## config.mk

```make
export PLATFORM = sky130hd
export DESIGN_NAME = bd_sector_buf
export DESIGN_NICKNAME = d
export VERILOG_FILES = /design/src/rtl/bd_sector_buf.sv
export SDC_FILE = /design/constraint.sdc
export NUM_CORES = 2
export LEC_CHECK = 0
export ABC_AREA = 1
export BUFFER_PORTS_ARGS = -buffer_cell sky130_fd_sc_hd__buf_2
export CORE_MARGIN = 2
export CORE_UTILIZATION = 40
export CTS_BUF_LIST = sky130_fd_sc_hd__clkbuf_4 sky130_fd_sc_hd__clkbuf_8
export CTS_CLUSTER_DIAMETER = 40
export DETAILED_ROUTE_END_ITERATION = 8
export PLACE_DENSITY_LB_ADDON = 0.05
export SYNTH_ARGS = -nofsm -noshare
export SYNTH_HDL_FRONTEND = slang
export SYNTH_SLANG_ARGS = --single-unit
```

## constraint.sdc

```tcl
create_clock -name clk -period 2.85 [get_ports clk]
set_input_delay 0 -clock clk [delete_from_list [all_inputs] [get_ports clk]]
set_output_delay 0 -clock clk [all_outputs]
set_load 0.05 [all_outputs]
```

## src/rtl/bd_sector_buf.sv

```systemverilog
// ---------------------------------------------------------------------------
// bd_sector_buf
//
// Purpose:
//   One-sector (256 x 16-bit) elastic buffer between the xbus disk controller
//   and the block-device engine. Whichever side produces data drives the push
//   port and the other side drains the pop port, so one instance serves both
//   disk reads and disk writes. Each side also gets a one-cycle pulse when it
//   has moved a whole sector.
//
// Ports:
//   clk             in   single clock for all logic
//   reset_n         in   asynchronous active-low reset
//   flush           in   synchronous clear of pointers, count, flags, counters
//   wr_en/wr_data   in   push request and word; accepted when wr_en & wr_ready
//   wr_ready        out  buffer not full
//   rd_en           in   pop request; consumed when rd_en & rd_valid
//   rd_data         out  registered head word (first-word-fall-through)
//   rd_valid        out  rd_data holds a valid word
//   count           out  words held, including the head register (0..256)
//   sector_in_done  out  one-cycle pulse after every 256th accepted push
//   sector_out_done out  one-cycle pulse after every 256th accepted pop
//   overflow        out  sticky: push attempted while full
//   underflow       out  sticky: pop attempted while rd_valid low
// ---------------------------------------------------------------------------
module bd_sector_buf #(
    parameter int WIDTH      = 16,
    parameter int DEPTH_LOG2 = 8
) (
    input  logic                  clk,
    input  logic                  reset_n,
    input  logic                  flush,
    input  logic                  wr_en,
    input  logic [WIDTH-1:0]      wr_data,
    output logic                  wr_ready,
    input  logic                  rd_en,
    output logic [WIDTH-1:0]      rd_data,
    output logic                  rd_valid,
    output logic [DEPTH_LOG2:0]   count,
    output logic                  sector_in_done,
    output logic                  sector_out_done,
    output logic                  overflow,
    output logic                  underflow
);

    localparam int                  DEPTH = 1 << DEPTH_LOG2;
    localparam logic [DEPTH_LOG2:0] FULL  = (DEPTH_LOG2 + 1)'(DEPTH);

    logic [WIDTH-1:0]      r_mem [DEPTH];
    logic [DEPTH_LOG2-1:0] r_wp;
    logic [DEPTH_LOG2-1:0] r_rp;
    logic [DEPTH_LOG2:0]   r_count;
    logic [WIDTH-1:0]      r_rdData;
    logic                  r_rdValid;
    logic [DEPTH_LOG2-1:0] r_inCnt;
    logic [DEPTH_LOG2-1:0] r_outCnt;
    logic                  r_sectorInDone;
    logic                  r_sectorOutDone;
    logic                  r_overflow;
    logic                  r_underflow;

    logic                  w_wrReady;
    logic                  w_push;
    logic                  w_pop;
    logic [DEPTH_LOG2:0]   w_unread;
    logic                  w_fetch;

    assign w_wrReady = (r_count != FULL);
    assign w_push    = wr_en & w_wrReady & ~flush;
    assign w_pop     = rd_en & r_rdValid & ~flush;

    // Words still sitting in the array: everything counted minus the head
    // register when it is occupied.
    assign w_unread  = r_count - {{DEPTH_LOG2{1'b0}}, r_rdValid};

    // Refill the head register whenever it is empty or being drained this
    // cycle, so a held rd_en streams one word per clock with no bubbles.
    assign w_fetch   = ~flush & (~r_rdValid | w_pop) & (w_unread != '0);

    // The storage array has no reset so it can map onto block RAM; its
    // contents are meaningless until written after reset or flush.
    always_ff @(posedge clk) begin
        if (w_push) begin
            r_mem[r_wp] <= wr_data;
        end
    end

    // Pointers, occupancy and the head register. The head register doubles
    // as the synchronous read port of the array.
    always_ff @(posedge clk or negedge reset_n) begin
        if (!reset_n) begin
            r_wp      <= '0;
            r_rp      <= '0;
            r_count   <= '0;
            r_rdData  <= '0;
            r_rdValid <= 1'b0;
        end else if (flush) begin
            r_wp      <= '0;
            r_rp      <= '0;
            r_count   <= '0;
            r_rdData  <= '0;
            r_rdValid <= 1'b0;
        end else begin
            if (w_push) begin
                r_wp <= r_wp + 1'b1;
            end
            if (w_fetch) begin
                r_rdData  <= r_mem[r_rp];
                r_rp      <= r_rp + 1'b1;
                r_rdValid <= 1'b1;
            end else if (w_pop) begin
                r_rdValid <= 1'b0;
            end
            case ({w_push, w_pop})
                2'b10:   r_count <= r_count + 1'b1;
                2'b01:   r_count <= r_count - 1'b1;
                default: r_count <= r_count;
            endcase
        end
    end

    // Sector counters wrap naturally; the pulse is registered from the
    // transfer that takes the counter from all-ones back to zero.
    always_ff @(posedge clk or negedge reset_n) begin
        if (!reset_n) begin
            r_inCnt         <= '0;
            r_outCnt        <= '0;
            r_sectorInDone  <= 1'b0;
            r_sectorOutDone <= 1'b0;
        end else if (flush) begin
            r_inCnt         <= '0;
            r_outCnt        <= '0;
            r_sectorInDone  <= 1'b0;
            r_sectorOutDone <= 1'b0;
        end else begin
            r_sectorInDone  <= w_push && (r_inCnt == '1);
            r_sectorOutDone <= w_pop && (r_outCnt == '1);
            if (w_push) begin
                r_inCnt <= r_inCnt + 1'b1;
            end
            if (w_pop) begin
                r_outCnt <= r_outCnt + 1'b1;
            end
        end
    end

    // Sticky error flags; only flush or reset clears them, and a flush cycle
    // never sets them even if the requests are illegal that cycle.
    always_ff @(posedge clk or negedge reset_n) begin
        if (!reset_n) begin
            r_overflow  <= 1'b0;
            r_underflow <= 1'b0;
        end else if (flush) begin
            r_overflow  <= 1'b0;
            r_underflow <= 1'b0;
        end else begin
            if (wr_en && !w_wrReady) begin
                r_overflow <= 1'b1;
            end
            if (rd_en && !r_rdValid) begin
                r_underflow <= 1'b1;
            end
        end
    end

    assign wr_ready        = w_wrReady;
    assign rd_data         = r_rdData;
    assign rd_valid        = r_rdValid;
    assign count           = r_count;
    assign sector_in_done  = r_sectorInDone;
    assign sector_out_done = r_sectorOutDone;
    assign overflow        = r_overflow;
    assign underflow       = r_underflow;

endmodule

```

After elaboration in Yosys (flattened, before gate mapping)
Memories as Yosys holds them, arrays and structs flattened.
Index checks and enable logic that the tools add are counted.
{"block": "classes", "muxes": 23, "reduce_logical": 14, "addsub": 7, "n_eq_ne": 5, "n_bitwise": 9}
{"operator": "two-way mux 8 bit", "n": 8}
{"operator": "adder 8 x 1 -> 8 bit (second input constant)", "n": 4}
{"operator": "two-way mux 16 bit", "n": 2}
{"operator": "case mux 9 bit (2 select lines)", "n": 1}
{"operator": "equality test 8 bit (second input constant)", "n": 2}
{"operator": "two-way mux 1 bit", "n": 11}
{"operator": "nonzero test 2 bit", "n": 5}
{"operator": "adder 9 x 1 -> 9 bit (second input constant)", "n": 1}
{"operator": "two-way mux 9 bit", "n": 1}
{"operator": "!= test 9 bit (second input constant)", "n": 1}
{"operator": "nonzero test 9 bit", "n": 1}
{"operator": "subtractor 9 x 1 -> 9 bit", "n": 1}
{"operator": "subtractor 9 x 1 -> 9 bit (second input constant)", "n": 1}
{"operator": "AND 1 bit", "n": 6}
{"operator": "nonzero test 3 bit", "n": 2}
{"operator": "logical AND 1 bit", "n": 4}
{"operator": "equality test 2 x 1 -> 1 bit (second input constant)", "n": 1}
{"operator": "equality test 2 bit (second input constant)", "n": 1}
{"operator": "zero test 1 bit", "n": 2}
{"operator": "NOT 1 bit", "n": 2}
{"operator": "OR 1 bit", "n": 1}
{"block": "totals", "input_bits": 21, "elab_cells": 70, "reg_bits": 62, "ramBits": 4096, "memories": 1, "out_inout_bits": 31}
{"memory": "r_mem", "words": 256, "width": 16, "read_ports": 1, "rd_clocked_by_memory_dff": 0, "wr": 1, "line": "49", "text": "logic [WIDTH-1:0] r_mem [DEPTH];"}

Longest topological paths before layout
{"block": "depth", "depth_word": 7, "ltp_mapped": 20, "ltp_nobuf": 20}

Least setup slack after synthesis
Ideal clock, no wire load.
{"block": "synth_path", "kind": "flip-flop to flip-flop", "start": "register r_count[2] (netlist: count[2])", "end": "memory r_mem[105][0] (enable)", "period_less_slack_ps": 3179, "path_stages_with_launch": 11, "arrival_time_ps": 2791, "path_buffers": 2, "t_required_ps": 2462, "setup_time_ps": 388, "setup_slack_ps": -329, "path_cell_list": "dfrtp_1 > inv_1 > nand2_1 > nor2_2 > nand2_2 > nand2_4 > nor2_1 > buf_2 > nand4_1 > buf_2 > nor2_1"}
{"block": "synth_via", "elab_chain_len": 5}
{"element": "start: declaration", "line": "52", "text": "logic [DEPTH_LOG2:0] r_count;"}
{"element": "start signal: assignment", "line": "115", "text": "2'b10: r_count <= r_count + 1'b1;"}
{"element": "start signal: assignment", "line": "116", "text": "2'b01: r_count <= r_count - 1'b1;"}
{"element": "start signal: assignment", "line": "117", "text": "default: r_count <= r_count;"}
{"element": "!= test 9 bit", "line": "68", "text": "assign w_wrReady = (r_count != FULL);"}
{"element": "via wr_ready", "line": "35", "text": "output logic wr_ready,"}
{"element": "AND 1 bit (2 in series)", "line": "69", "text": "assign w_push = wr_en & w_wrReady & ~flush;"}
{"element": "two-way mux 1 bit", "line": "83", "text": "if (w_push) begin"}
{"element": "two-way mux 1 bit (implied by the code)", "line": "84", "text": "r_mem[r_wp] <= wr_data;"}
{"element": "end: declaration", "line": "49"}
The timed path passes the listed nets, and every way through them passes these cells.

Final worst setup path
{"block": "layout_path", "start": "register r_rp[0]", "end": "register r_rdData[10] (netlist: rd_data[10])"}
{"block": "layout_via", "elab_chain_len": 3}
{"element": "start: declaration", "line": "51", "text": "logic [DEPTH_LOG2-1:0] r_rp;"}
{"element": "start signal: assignment", "line": "109", "text": "r_rp <= r_rp + 1'b1;"}
{"element": "memory (256 x 16 bit)"}
{"element": "two-way mux 16 bit", "line": "107", "text": "if (w_fetch) begin"}
{"element": "two-way mux 16 bit", "line": "97", "text": "end else if (flush) begin"}
{"element": "end signal: assignment", "line": "108", "text": "r_rdData <= r_mem[r_rp];"}
{"element": "end: declaration", "line": "53", "text": "logic [WIDTH-1:0] r_rdData;"}
Every way passes these cells. The select of a mux whose other input is x is not followed.
A chain may end at the register's enable or synchronous reset.

==> metrics <==
outcome=finished, violations left; failing checks=setup timing; worst slew pin tran=about 1100 ps; vias=about 120k; Power per Cell Area=923 mW/mm2; clock skew=45.8 ps; final hold vios=0; clk buf depth=4; DR vias/cell=approximately 5.5; Setup crit end kind=flip-flop; Seq/Total Area, Yosys=between 70% and 80%; Yosys cell types=37; flop-to-flop setup slack=-70 ps; post-synthesis cell count=14.1k; DP HPWL=between 300 and 400 mm; Slew Limit Fails=0; Worst Path Max Fanout=15; CP Data Required Time=4020 ps; largest net degree at the start of global routing=between 90 and 100; core area=~0.42 mm2; DIE AREA=0.428 mm2; layout cells sized above 1=18.9%; DRC Markers=0; clock latency on the worst-skew pair=between 1000 and 1500 ps; H-tree depth=6; Max IR drop VDD=572 uV; number of synthesized register bits=between 4k and 5k; Setup violations, final=3; Async SR Flop Fraction=under 10%; final worst-path cycle share=102%; total CTS buffers=740; port buffer count=between 50 and 60; Synth area leader=edfxtp_1; Highest Clock Rate=0.342 GHz; Max-Cap Viols=0; clk root buf=clkbuf_8; top post-synthesis cells by area=edfxtp_1 73%, nand3_1 12%, nand2_1 10%; Area Overhead vs Synth=21.5%; Post-Route Utilization=48.8%; Hold Path Class=input pin to flip-flop; final WL=~610 mm; antenna violations before repair=36; syn_nets=about 14k; Initial Util=40.2%; gr usage total=roughly 28%; gpl congestion=0.868; first-pass GRT wire length=between 800 and 900 mm; post-route ant nets=0; top cell type's share of synthesized area=72.8%; YS warnings=0; Main synth FF type=edfxtp_1; clock transition at the registers of the reported paths=60 ps; synthesized area=roughly 0.17 mm2; DRT Pass-1 Iters=7; iteration-0 DRC count of the detailed router=between 10k and 15k; GRT Residual Overflow=0; fin nets=between 15k and 20k; Leak Pwr=73.5 nW; post-synthesis area per instance=about 12 um2; Tmin final=just under 3000 ps; RSZ-0062 raised after global routing=true; CP Class=flip-flop to flip-flop; clock sinks=4158; arrival time at the worst endpoint=4090 ps; Core Rows=approximately 240; # IOs=52; nature of the critical path startpoint=flip-flop; CTS tree=done; most numerous cell in the Yosys netlist=nand2_1; Avg WL per Cell=28.7 um; worst rel slew slack=27.8%; FILL cells=between 30k and 40k; Post-synth EDFFs=4096; Die W=654 um; vias in the first global route=around 110k; final worst setup slack=-70.2 ps; chip height=654 um; most common library cells after synthesis=4607 x nand2_1, 4096 x edfxtp_1, 3905 x nand3_1, 440 x buf_2, 296 x nor2_1; pre-CTS setup slack=-720 ps
per-layer routing:
layer,part of all wire [%],wire length [um],global-route usage [%],vias up
li1,-,-,-,52500
met1,43,263000,39.3,59800
met2,46,284000,44.0,4711
met3,6.9,42400,4.20,972
met4,4.1,24900,10.7,8
met5,0.0096,59,0,-
worst paths after layout:
kind	cells after the start	to	start
max	19	rd_data[10]$_DFFE_PN0P_	r_rp[0]$_DFFE_PN0P_
min in group asynchronous	5	count[7]$_DFFE_PN0P_	reset_n
max reg2reg	19	rd_data[10]$_DFFE_PN0P_	r_rp[0]$_DFFE_PN0P_
min reg2reg	2	rd_data[10]$_DFFE_PN0P_	rd_data[10]$_DFFE_PN0P_
max in group asynchronous	5	rd_data[12]$_DFFE_PN0P_	reset_n
min	4	r_mem[30][1]$_DFFE_PP_	wr_data[1]
stage by stage:
| stage | instances | setup TNS (ps) | hold WS [ps] | power, mW | instance area, um2 |
|---|---|---|---|---|---|
| after global routing | 21400 | -787 | 340 | 197 | 205000 |
| after floorplan | 14100 | -351010 | -296 | 101 | 170000 |
| after global placement | 19900 | -938600 | 251 | 128 | 184000 |
| after detailed placement | 19900 | -985370 | 250 | 128 | 184000 |
| final | 21400 | -115 | 351 | 190 | 205000 |
| after CTS | 21400 | -1410 | 209 | 188 | 203000 |
cell type report:
type | instances | area [um2] | area share, %
flip-flops and latches | 4158 | 125000 | 60.7
multi-input cells | 8923 | 41600 | 20.3
repair buffers | 1291 | 16900 | 8.21
clock buffers | 969 | 12000 | 5.86
well taps | 5640 | 7060 | 3.44
clock inverters | 378 | 2840 | 1.38
inverters | 63 | 313 | 0.152
diodes | 13 | 32.5 | 0.0158
cell usage in the layout, fill, tap and decap left out, types with 15 or more instances in the layout:
cell / Yosys / layout
a21oi_1: 17 / 17
buf_12: 0 / 360
buf_16: 0 / 80
buf_2: 440 / 35
buf_4: 233 / 657
buf_6: 67 / 62
buf_8: 1 / 24
bufinv_16: 0 / 38
clkbuf_16: 0 / 17
clkbuf_4: 0 / 209
clkbuf_8: 0 / 760
clkinv_1: 2 / 181
clkinv_2: 0 / 98
clkinvlp_4: 0 / 38
dfrtp_1: 62 / 55
dlygate4sd3_1: 0 / 43
edfxtp_1: 4096 / 4096
inv_1: 54 / 52
inv_6: 1 / 15
nand2_1: 4607 / 4473
nand2_2: 1 / 104
nand2_4: 2 / 33
nand3_1: 3905 / 3689
nand3_2: 0 / 203
nand4_1: 18 / 18
nor2_1: 296 / 105
nor2_2: 3 / 54
nor2_4: 0 / 140
o21ai_0: 27 / 27
flip-flops by register name (all words and copies together), names as in the netlist:
name	cells
r_wp	8
overflow	1
r_outCnt	8
sector_out_done	1
r_mem	4096
rd_data	16
rd_valid	1
r_rp	8
r_inCnt	8
sector_in_done	1
count	9
underflow	1
power by group:
part           total, mW  switching [mW]  internal, mW
clock network       56.6            25.6          31.0
logic               65.0            42.6          22.4
registers           67.8           0.481          67.4
total                190            68.7           121
repair_timing:
action,4_1_cts,5_1_grt
endpoints found under the setup margin,3064,274
hold buffers,60,0
resized for setup,354,325
setup buffers,86,28
endpoints found under the hold margin,6162,0
gates cloned,26,18
pin swaps,62,52
cell families after synthesis:
family          synth area share (%)
compound gates                 0.190
buf+inv                         3.40
xor+xnor                      0.0415
flops                           73.7
fa+ha+maj                     0.0814
simple gates                    22.6
critical path: stages (launching register included):
cell       delay [ps]
dfrtp_4           450
buf_12            130
clkinv_16         110
buf_4             170
buf_4             140
buf_12            150
buf_16            160
buf_6             150
nand2_1            60
nand3_1            60
nand3_1           110
nand3_1           240
nand3_1           180
nand2_1            90
nand2_1           110
nand2_1           160
nand2_1            90
nand3_1            70
nand3_1           110
nand2_1            50
(Power assumes the default switching activity.)
